==> src/rtl/cpu_pkg.sv <==
// cpu_pkg: types and constants shared by the fetch stage.
package cpu_pkg;

    localparam int INSTR_W    = 32;
    localparam int PC_W       = 32;
    localparam int PC_STEP    = 4;
    localparam int JUMP_TGT_W = 26;
    localparam int BR_OFF_W   = 16;

    // Fetch controller states
    typedef enum logic [1:0] {
        IDLE  = 2'd0,
        FETCH = 2'd1,
        HOLD  = 2'd2
    } ifu_state_e;

endpackage

==> src/rtl/ifu_next_pc.sv <==
// ifu_next_pc: combinational redirect target selection for the fetch stage.
// Jump wins over branch; with no redirect the current PC passes through.
module ifu_next_pc
    import cpu_pkg::*;
(
    input  logic [PC_W-1:0]       pc,
    input  logic [PC_W-1:0]       instr_pc,
    input  logic                  jump,
    input  logic [JUMP_TGT_W-1:0] jump_target,
    input  logic                  branch_taken,
    input  logic [BR_OFF_W-1:0]   branch_offset,
    output logic [PC_W-1:0]       next_pc
);

    // Word offset sign-extended and scaled to bytes
    logic [PC_W-1:0] br_off_bytes;
    assign br_off_bytes = {{(PC_W-BR_OFF_W-2){branch_offset[BR_OFF_W-1]}}, branch_offset, 2'b00};

    // Select jump, branch or fall-through PC
    always_comb begin
        next_pc = pc;
        if (jump) begin
            next_pc = {instr_pc[PC_W-1:PC_W-4], jump_target, 2'b00};
        end else if (branch_taken) begin
            next_pc = instr_pc + PC_W'(PC_STEP) + br_off_bytes;
        end
    end

endmodule

==> src/rtl/instruction_fetch_unit.sv <==
// instruction_fetch_unit: owns the PC, reads instruction memory over req/ack
// and hands each word to the decoder under valid/ready. Redirects are taken
// only while an instruction is held. Define IFU_FETCH_CNT_EN to add the
// fetch_count port.
module instruction_fetch_unit
    import cpu_pkg::*;
#(
    parameter int              ADDR_W   = 10,
    parameter logic [PC_W-1:0] RESET_PC = 32'h0000_0000
) (
    input  logic                  clk,
    input  logic                  rst_n,
    output logic                  imem_req,
    output logic [ADDR_W-1:0]     imem_addr,
    input  logic                  imem_ack,
    input  logic [INSTR_W-1:0]    imem_rdata,
    output logic                  instr_valid,
    input  logic                  instr_ready,
    output logic [INSTR_W-1:0]    instruction_set,
    output logic [PC_W-1:0]       instr_pc,
    input  logic                  branch_taken,
    input  logic [BR_OFF_W-1:0]   branch_offset,
    input  logic                  jump,
    input  logic [JUMP_TGT_W-1:0] jump_target,
    input  logic                  halt
`ifdef IFU_FETCH_CNT_EN
    ,
    output logic [31:0]           fetch_count
`endif
);

    ifu_state_e         state_q, state_d;
    logic [PC_W-1:0]    pc_q, pc_d;
    logic [PC_W-1:0]    ipc_q, ipc_d;
    logic [INSTR_W-1:0] instr_q, instr_d;
    logic               valid_q, valid_d;
    logic [PC_W-1:0]    redirect_pc;
`ifdef IFU_FETCH_CNT_EN
    logic [31:0]        fcnt_q, fcnt_d;
`endif

    ifu_next_pc u_next_pc (
        .pc            (pc_q),
        .instr_pc      (ipc_q),
        .jump          (jump),
        .jump_target   (jump_target),
        .branch_taken  (branch_taken),
        .branch_offset (branch_offset),
        .next_pc       (redirect_pc)
    );

    // State, PC and output holding registers
    always_ff @(posedge clk or negedge rst_n) begin
        if (!rst_n) begin
            state_q <= IDLE;
            pc_q    <= RESET_PC;
            ipc_q   <= '0;
            instr_q <= '0;
            valid_q <= 1'b0;
        end else begin
            state_q <= state_d;
            pc_q    <= pc_d;
            ipc_q   <= ipc_d;
            instr_q <= instr_d;
            valid_q <= valid_d;
        end
    end

`ifdef IFU_FETCH_CNT_EN
    // Accepted-fetch counter, wraps naturally
    always_ff @(posedge clk or negedge rst_n) begin
        if (!rst_n) begin
            fcnt_q <= '0;
        end else begin
            fcnt_q <= fcnt_d;
        end
    end
    assign fetch_count = fcnt_q;
`endif

    // Next-state and datapath updates
    always_comb begin
        state_d = state_q;
        pc_d    = pc_q;
        ipc_d   = ipc_q;
        instr_d = instr_q;
        valid_d = valid_q;
`ifdef IFU_FETCH_CNT_EN
        fcnt_d  = fcnt_q;
`endif
        case (state_q)
            IDLE: begin
                if (!halt) begin
                    state_d = FETCH;
                end
            end
            FETCH: begin
                if (imem_ack) begin
                    state_d = HOLD;
                    instr_d = imem_rdata;
                    ipc_d   = pc_q;
                    pc_d    = pc_q + PC_W'(PC_STEP);
                    valid_d = 1'b1;
`ifdef IFU_FETCH_CNT_EN
                    fcnt_d  = fcnt_q + 32'd1;
`endif
                end
            end
            HOLD: begin
                if ((valid_q && instr_ready) || jump || branch_taken) begin
                    valid_d = 1'b0;
                    pc_d    = redirect_pc;
                    state_d = halt ? IDLE : FETCH;
                end
            end
            default: state_d = IDLE;
        endcase
    end

    assign imem_req        = (state_q == FETCH);
    assign imem_addr       = pc_q[ADDR_W+1:2];
    assign instr_valid     = valid_q;
    assign instruction_set = instr_q;
    assign instr_pc        = ipc_q;

endmodule

==> config.mk <==
export PLATFORM = sky130hd
export DESIGN_NAME = instruction_fetch_unit
export DESIGN_NICKNAME = d
export VERILOG_FILES = /design/src/rtl/cpu_pkg.sv /design/src/rtl/ifu_next_pc.sv /design/src/rtl/instruction_fetch_unit.sv
export SDC_FILE = /design/constraint.sdc
export NUM_CORES = 1
export LEC_CHECK = 0
export ABC_AREA = 1
export CORE_ASPECT_RATIO = 1.25
export CORE_MARGIN = 1
export CORE_UTILIZATION = 45
export CTS_CLUSTER_SIZE = 14
export DETAILED_ROUTE_END_ITERATION = 7
export GPL_TIMING_DRIVEN = 0
export PLACE_DENSITY = 0.72
export SYNTH_ARGS = -nofsm -noshare
export SYNTH_HDL_FRONTEND = slang
export SYNTH_SLANG_ARGS = --single-unit
==> constraint.sdc <==
create_clock -name clk -period 3.07 [get_ports clk]
set_input_delay 0.4605 -clock clk [delete_from_list [all_inputs] [get_ports clk]]
set_output_delay 0.4605 -clock clk [all_outputs]
set_load 0.03 [all_outputs]
# Word level (Yosys, flattened, before mapping)

Index checks and enable logic that the tools add are counted.
W data, S select, Z words.

Bits in latches: 0
Memories kept: 0
Bits in registers: 99
RAM bits: 0
Word-level logic and storage cells: 36
Bits in read-only memories: 0
Input bits: 81

Muxes and demuxes: 13
Divide/modulo/power cells: 0
Magnitude comparators: 0
Add/sub/neg operators: 3
Reductions and logical operators: 9
Bitwise logic cells: 0
Equality and inequality tests: 6
Shift operators: 0
Multipliers: 0

Operators by type and width:

| cell                    | count |
|---|---|
| $mux W32                | 4 |
| $add A32 B3 Y32 const B | 2 |
| $pmux W32 S2            | 1 |
| $add A32 B32 Y32        | 1 |
| $mux W2                 | 3 |
| $pmux W2 S3             | 1 |
| $reduce_and A3 Y1       | 2 |
| $ne A2 B2 Y1 const B    | 2 |
| $reduce_and A4 Y1       | 1 |
| $mux W1                 | 3 |
| $ne A3 B3 Y1 const B    | 1 |
| $eq A2 B1 Y1 const B    | 1 |
| $eq A2 B2 Y1 const B    | 1 |
| $logic_not A2 Y1        | 1 |
| $logic_or A1 B1 Y1      | 2 |
| $ne A2 B1 Y1 const B    | 1 |
| $pmux W1 S2             | 1 |
| $reduce_and A2 Y1       | 1 |
| $reduce_bool A2 Y1      | 1 |
| $logic_and A1 B1 Y1     | 1 |

# Logic depth before layout (Yosys ltp)

Gate-level depths: netlist (run 1).

Depth in word-level cells: 6
Depth in mapped cells: 17

# Cells and area by module

A second synthesis (run 1) with hierarchy kept.

Cell total of the unflattened synthesis: 1311
Area, all modules: 8136.6 um^2

By module, submodules not included:

| module                 | instances | area each (um^2) | cells each |
|---|---|---|---|
| instruction_fetch_unit | 1         | 5003.5           | 678 |
| ifu_next_pc            | 1         | 3133.0           | 633 |

# Least setup slack after synthesis (run 1)

No wires, ideal clock.

Path kind: register to register
Start point: register ipc_q[3], in the netlist instr_pc[3]
End point: register pc_q[31]
Setup time: 0.116 ns
Cell stages (with the launch flop): 16
Path slack: 0.666 ns
Data required time: 2.954 ns
Arrival: 2.288 ns
Cells stage by stage: dfrtp_1 -> ha_1 -> ha_1 -> fa_1 -> nand3_1 -> nand3_1 -> nand3_1 -> nand3_1 -> nand2_1 -> nand2_1 -> nand2_1 -> nand3_1 -> nand2_1 -> nand2_1 -> nand2_1 -> nand2_1

Word-level cells in the longest chain between the ends: 6

Ends and longest elaborated chain:

| what                     | RTL line                      | RTL |
|---|---|---|
| start: declaration       | instruction_fetch_unit.sv:34  | `logic [PC_W-1:0] ipc_q, ipc_d;` |
| start signal: assignment | instruction_fetch_unit.sv:63  | `ipc_q <= ipc_d;` |
| $add A32 B3 Y32          | ifu_next_pc.sv:25             | `next_pc = instr_pc + PC_W'(PC_STEP) + br_off_bytes;` |
| $add A32 B32 Y32         | ifu_next_pc.sv:25             |  |
| $mux W32                 | ifu_next_pc.sv:24             | `end else if (branch_taken) begin` |
| $mux W32                 | ifu_next_pc.sv:22             | `if (jump) begin` |
| $mux W32                 | instruction_fetch_unit.sv:110 | `if ((valid_q && instr_ready) \|\| jump \|\| branch_taken) begin` |
| $pmux W32 S2             | instruction_fetch_unit.sv:91  | `case (state_q)` |
| end signal: assignment   | instruction_fetch_unit.sv:62  | `pc_q <= pc_d;` |
| end: declaration         | instruction_fetch_unit.sv:33  | `logic [PC_W-1:0] pc_q, pc_d;` |

Every way passes these cells. The select of a mux whose other input is x is not followed.
A chain may end at the register's enable or synchronous reset.

# Final worst setup path (run 1)

Start point: input branch_offset[3]
End point: register pc_q[14]

Word-level cells in the longest chain between the ends: 5

Ends and longest elaborated chain:

| what               | RTL line                      | RTL |
|---|---|---|
| start: declaration | instruction_fetch_unit.sv:22  | `input logic [BR_OFF_W-1:0] branch_offset,` |
| $add A32 B32 Y32   | ifu_next_pc.sv:25             |  |
| $mux W32           | ifu_next_pc.sv:24             |  |
| $mux W32           | ifu_next_pc.sv:22             |  |
| $mux W32           | instruction_fetch_unit.sv:110 |  |
| $pmux W32 S2       | instruction_fetch_unit.sv:91  |  |

Every way passes these cells. The select of a mux whose other input is x is not followed.

==> flow_summary.ini, run 1 <==
[layout]
drive_gt1_share_pct = 4.574
regArea_um2 = 2477
syn_to_final_growth_pct = 28.93
antenna_cells = 0
nets = 1425
final_cells = 1506
multi_input_area_um2 = 4319
num-fill-cells = 1580
postLayoutCellArea_um2 = 9647

[timing]
setup_ws_ps = 249.0
min_period_ps = 2821
finalCritPeriodShare_pct = 91.89
clock.fmax_mhz = 354.5
tns_ps = 0
setup_violations = 0
worst_pin_slew_ps = 654.1
slew_violations = 0
hold_violations = 0
finClkSkew_ps = 7.521
rsz0062_at_grt = false
max_slew_margin_pct = 56.39

[place]
pre_cts_slack_ps = -497.8
routabilityCongestion = 0.9183
dp.cells = 1490
io_buffers = 156
dpl_cell_area_um2 = 9339
hpwlAfterDp_um = 19320

[global_route]
track_usage_pct = 28.65
grt_pass1_wl_um = 38530
overflow = 0
antenna_found_initial = 0
grt_max_degree = 61
grt_pass1_vias = 7636

[power_and_ir_drop]
power-per-cell-area_nw_per_um2 = 1004
seq_power_share_pct = 25.7
p_comb_share_pct = 62.1
total_power_mw = 9.689
swShare_pct = 49.99
internal_power_mw = 4.845
p_leak_nw = 4.891
ir_worst_vdd_mv = 0.5244
netSwitchingPower_mw = 4.843
pwr-share-clk_pct = 12.2

[logic_synthesis]
yosys.area_share.simple_pct = 34.60
synthMuxAreaShare_pct = 0
yosysSeqAreaShare_pct = 33.11
synthXorXnorAreaFrac_pct = 3.161
synthFlopType = dfrtp_1
synth.cell_area_um2 = 7482
yosys_warnings = 0
ys_ff_latch = 99
synth_top_family_by_area = simple AND/OR/NAND/NOR gates
ys_types = 35
syn-num-nets = 1257
synthArstFlopShare_pct = 100.0
synthCells = 1117
synth-compound-area-share_pct = 10.00
synth_area_per_cell_um2 = 6.698
synth_edf_count = 0
synth_fa_ha_area_share_pct = 9.967

[die]
die-area_um2 = 17150
rows = 52
pin_count = 157
die_h_um = 146.2
die_width_um = 117.3
initial_core_util_pct = 46.18
core_um2 = 16200

[worst_hold_path]
hold_path.class = in -> async

[route]
avgViaCountPerCell = 5.125
wirelength_um = 23660
ant_nets = 0
drc = 0
first_pass_iters = 6
post_drt_wl_per_cell_um = 15.71
vias = 7718
drtIter0Drc = 571

[worst_setup_path]
path_class = in -> reg
critPathArrivalTime_ps = 3030
end_kind = flip-flop
worstSetupStartpointType = input pin
path_max_fanout = 5
required_ps = 3280

[cts]
cts_tree = built
cts.htree.levels = 3
cts_sinks = 99
insertion_delay_ps = 350
numCtsBuffers = 9
cts_buffer_depth = 2
clkSlewWorstSetupHoldPaths_ps = 70
cts_hold_buf = 0
cts_root_buf = clkbuf_16

[run]
drv_cap = 0

[run_status]
status = complete, no violations
==> worst max-delay path, stage by stage <==
cell and delay (ps):
clkdlybuf4s50_1 450, ha_1 220, ha_1 370, a21oi_1 170
nand2_1 110, nand2_1 80, nand2_1 170, nand2_1 110
nand2_1 160, xor2_1 200, o21ai_0 400, a21oi_1 130
==> metrics by stage <==
step / hold WS (ps) / util [%]
final: 84.87 / 59.55
after global routing: 118.6 / 59.55
after CTS: 97.45 / 59.57
after detailed placement: 464.3 / 57.65
after global placement: 462.9 / 57.49
after floorplan: 164.9 / -
==> flip-flops by register name, indices dropped and copies added, names as in the netlist <==
register and count:
instr_pc 32, instr_valid 1, instruction_set 32, pc_q 32
state_q 2
==> layout by cell type, fill, tap and decap left out, types with 3 or more instances in the layout <==
cell type	Yosys	final
nand2_1	400	400
clkdlybuf4s50_1	0	154
inv_1	126	126
nor2_1	125	125
dfrtp_1	99	99
ha_1	58	58
a21oi_1	57	57
o21ai_0	57	57
nand3_1	56	56
xor2_1	20	20
clkbuf_1	17	18
buf_4	12	13
nor3_1	12	12
nor3_2	9	9
clkbuf_16	0	9
nand4_1	8	8
a22oi_1	7	7
xnor2_1	7	7
buf_1	6	6
buf_2	5	5
o21bai_1	4	4
nor2_2	4	4
a31oi_1	4	4
o211ai_1	3	3
o22ai_1	3	3
inv_2	3	3
==> power by group through the flow <==
stage	sequential (mW)	combinational (mW)	clock [mW]
after detailed placement	2.48	5.99	0
final	2.49	6.02	1.18
after global routing	2.56	6.66	1.25
after global placement	2.47	5.93	0
after CTS	2.47	6.02	1.19
after floorplan	3.09	3.24	0
==> metal layers <==
metal,vias to the layer above,part of all wire [%],GRT usage (%)
li1,3865,-,-
met1,3545,42,34.50
met2,246,49,50.53
met3,62,4.3,3.516
met4,0,4.3,13.70
met5,-,0,0
==> cells by family (layout without fill, tap and decap cells) <==
family | count (synthesis) | in the layout
adder cells (fa/ha/maj) | 59 | 59
buffers and inverters | 169 | 342
AND/OR/NAND/NOR | 624 | 624
flip-flops | 99 | 99
AO/OA/AOI/OAI | 139 | 139
XOR/XNOR | 27 | 27
==> cell usage after synthesis, types with 4 or more instances <==
library cell  count  area [um2]
nor3_2            9       90.09
a22oi_1           7       52.55
a31oi_1           4       25.02
inv_1           126       473.0
a21oi_1          57       285.3
nand3_1          56       280.3
dfrtp_1          99        2477
nor2_1          125       469.2
nor2_2            4       25.02
o21ai_0          57       285.3
nand4_1           8       50.05
buf_2             5       25.02
ha_1             58       725.7
clkbuf_1         17       63.81
xor2_1           20       175.2
xnor2_1           7       61.31
nand2_1         400        1501
o21bai_1          4       30.03
buf_4            12       90.09
buf_1             6       22.52
nor3_1           12       60.06
==> path summary, 6_finish.rpt <==
path | cells past startpoint | startpoint | slack (ps) | end
worst max-delay path | 12 | branch_offset[3] | 250 | pc_q[14]$_DFFE_PN0P_
worst min-delay path | 1 | rst_n | 80 | instruction_set[24]$_DFFE_PN0P_
worst max register to register | 11 | instr_pc[9]$_DFFE_PN0P_ | 310 | pc_q[14]$_DFFE_PN0P_
worst min register to register | 2 | instruction_set[24]$_DFFE_PN0P_ | 480 | instruction_set[24]$_DFFE_PN0P_
max in group asynchronous | 2 | rst_n | 2310 | pc_q[24]$_DFFE_PN0P_
min in group clk | 2 | instruction_set[24]$_DFFE_PN0P_ | 480 | instruction_set[24]$_DFFE_PN0P_
==> timing repair <==
| item | CTS | global route |
|---|---|---|
| setup buffers | 0 | 0 |
| endpoints found under the setup margin | 3 | 2 |
| resized for setup | 1 | 2 |
==> final cells by class <==
cell class | instances | area share (%)
plain buffers | 40 | 2.088
clock buffers | 12 | 2.659
clock inverters | 4 | 0.5837
inverters | 129 | 5.019
multi-input cells | 849 | 44.77
flip-flops and latches | 99 | 25.68
well taps | 216 | 2.802
repair buffers | 157 | 16.39
No activity file was read; power rests on OpenSTA's default activity.
==> inputs of run 2 (changes only) <==
- CORE_UTILIZATION: 45 -> 25
- PLACE_DENSITY: 0.72 -> not set
- clock period: 3.07 -> 2.8 ns (I/O delays scaled with it)
==> run 2 against run 1 <==
Against the previous run:
- clock-buffer cell count decreased by 1
- critical path depth is 1 higher
- global-route usage is 11 points lower
- sequential power grew 9.6%
- utilization down 26 points
- worst hold slack worse by 15 ps
- first-iteration DRC count fell by 55%
- sequential share of layout area fell by 0.57 points
- clock power up 6%
- register-to-register slack lost 90 ps
- critical endpoint is now pc_q[25]$_DFFE_PN0P_
- highest routed layer unchanged
==> flow_summary.ini, run 2 (synthesized netlist as in run 1, its figures left out) <==
[cts]
cts_tree = built
cts_hold_buf = 0
numCtsBuffers = 9
insertion_delay_ps = 360
cts_buffer_depth = 2
clkSlewWorstSetupHoldPaths_ps = 70
cts_root_buf = clkbuf_16
cts_sinks = 99
ctsResizeCount = 3
post_cts_buffers = 0
cts.htree.levels = 3

[timing]
setup_violations = 0
min_period_ps = 2634
tns_ps = 0
hold_violations = 0
clock.fmax_mhz = 379.6
finClkSkew_ps = 10.79
fin_hold_ws_ps = 69.45
worst_pin_slew_ps = 690.9
slew_violations = 0
finalCritPeriodShare_pct = 94.08
setup_ws_ps = 165.7
max_slew_margin_pct = 53.94

[route]
ant_nets = 0
drc = 0
drtIter0Drc = 259
vias = 7663
avgViaCountPerCell = 4.548
first_pass_iters = 4
post_drt_wl_per_cell_um = 15.85
wirelength_um = 26700

[power_and_ir_drop]
p_leak_nw = 4.870
internal_power_mw = 5.263
seq_power_share_pct = 25.6
ir_worst_vdd_mv = 0.4796
netSwitchingPower_mw = 5.414
pwr-share-clk_pct = 11.7
power-per-cell-area_nw_per_um2 = 1082
p_comb_share_pct = 62.7
total_power_mw = 10.68
swShare_pct = 50.71

[place]
pre_cts_slack_ps = -849.6
io_buffers = 156
dp.cells = 1670
hpwlAfterDp_um = 21950
routabilityCongestion = 0.9158
dpl_cell_area_um2 = 9564

[global_route]
overflow = 0
track_usage_pct = 17.90
antenna_found_initial = 0
grt_pass1_wl_um = 41460
grt_max_degree = 57
grt_pass1_vias = 7787

[worst_setup_path]
end_kind = flip-flop
path_max_fanout = 15
required_ps = 3080
worstSetupStartpointType = input pin
critPathArrivalTime_ps = 2910
worstRegToRegCells = 12
path_class = in -> reg

[layout]
nets = 1425
antenna_cells = 0
final_cells = 1685
regArea_um2 = 2477
drive_gt1_share_pct = 4.732
syn_to_final_growth_pct = 31.84
layout_commonest_cell = nand2_1
num-fill-cells = 3206
postLayoutCellArea_um2 = 9864
final_util_pct = 33.62
multi_input_area_um2 = 4334
final_cell_mix = nand2_1, clkdlybuf4s50_1, inv_1

[die]
die_h_um = 195.4
core_um2 = 29340
die-area_um2 = 30630
pin_count = 157
die_width_um = 156.7
rows = 70
initial_core_util_pct = 25.50

[run]
drv_cap = 0

[worst_hold_path]
hold_path.class = in -> async

[run_status]
status = complete, no violations
[run 2: cell count changes in the layout (fill, tap and decap cells not counted), moves of 2 or more]
cell        change
clkbuf_8        -2
clkinv_4        -2
clkinvlp_4      +3
o21ai_0         -2
o21ai_1         +2
[run 2: final timing paths]
kind | slack (ps) | from | end
setup / recovery | 170 | branch_offset[15] | pc_q[25]$_DFFE_PN0P_
hold / removal | 70 | rst_n | instruction_set[3]$_DFFE_PN0P_
setup reg to reg | 220 | instr_pc[23]$_DFFE_PN0P_ | pc_q[25]$_DFFE_PN0P_
hold reg to reg | 480 | instruction_set[30]$_DFFE_PN0P_ | instruction_set[30]$_DFFE_PN0P_
max in group asynchronous | 2040 | rst_n | pc_q[2]$_DFFE_PN0P_
min in group clk | 480 | instruction_set[30]$_DFFE_PN0P_ | instruction_set[30]$_DFFE_PN0P_
[run 2: routing by layer]
| layer | track usage, % | up-vias | wire length [um] |
|---|---|---|---|
| met5 | 0 | - | 0 |
| met4 | 7.153 | 0 | 727 |
| met3 | 2.375 | 36 | 1261 |
| met2 | 32.99 | 186 | 13670 |
| met1 | 20.50 | 3565 | 11040 |
| li1 | - | 3876 | - |
[run 2: power by group through the flow]
stage	Sequential (mW)	Clock [mW]	Combinational, mW
after floorplan	3.39	0	3.55
after global placement	2.74	0	6.65
after detailed placement	2.74	0	6.69
after CTS	2.74	1.28	6.72
after global routing	2.83	1.34	7.43
final	2.73	1.25	6.70
[run 2: area by class of cell]
class,count,area share (%)
clock buffer,11,2.359
buffer,40,2.042
inverter,129,4.909
tap,396,5.023
sequential,99,25.11
multi-input combinational,849,43.94
clock inverter,4,0.5327
timing repair buffer,157,16.08
[run 2: critical path, stage by stage]
cell and delay (ps):
clkdlybuf4s18_2 370, ha_1 390, ha_1 410, nand2_1 140
nor2_1 150, inv_1 100, nor3_2 200, nand3b_1 220
nand3_1 140, nand2_1 50, nand3_1 90, nand2_1 90
a21oi_1 130
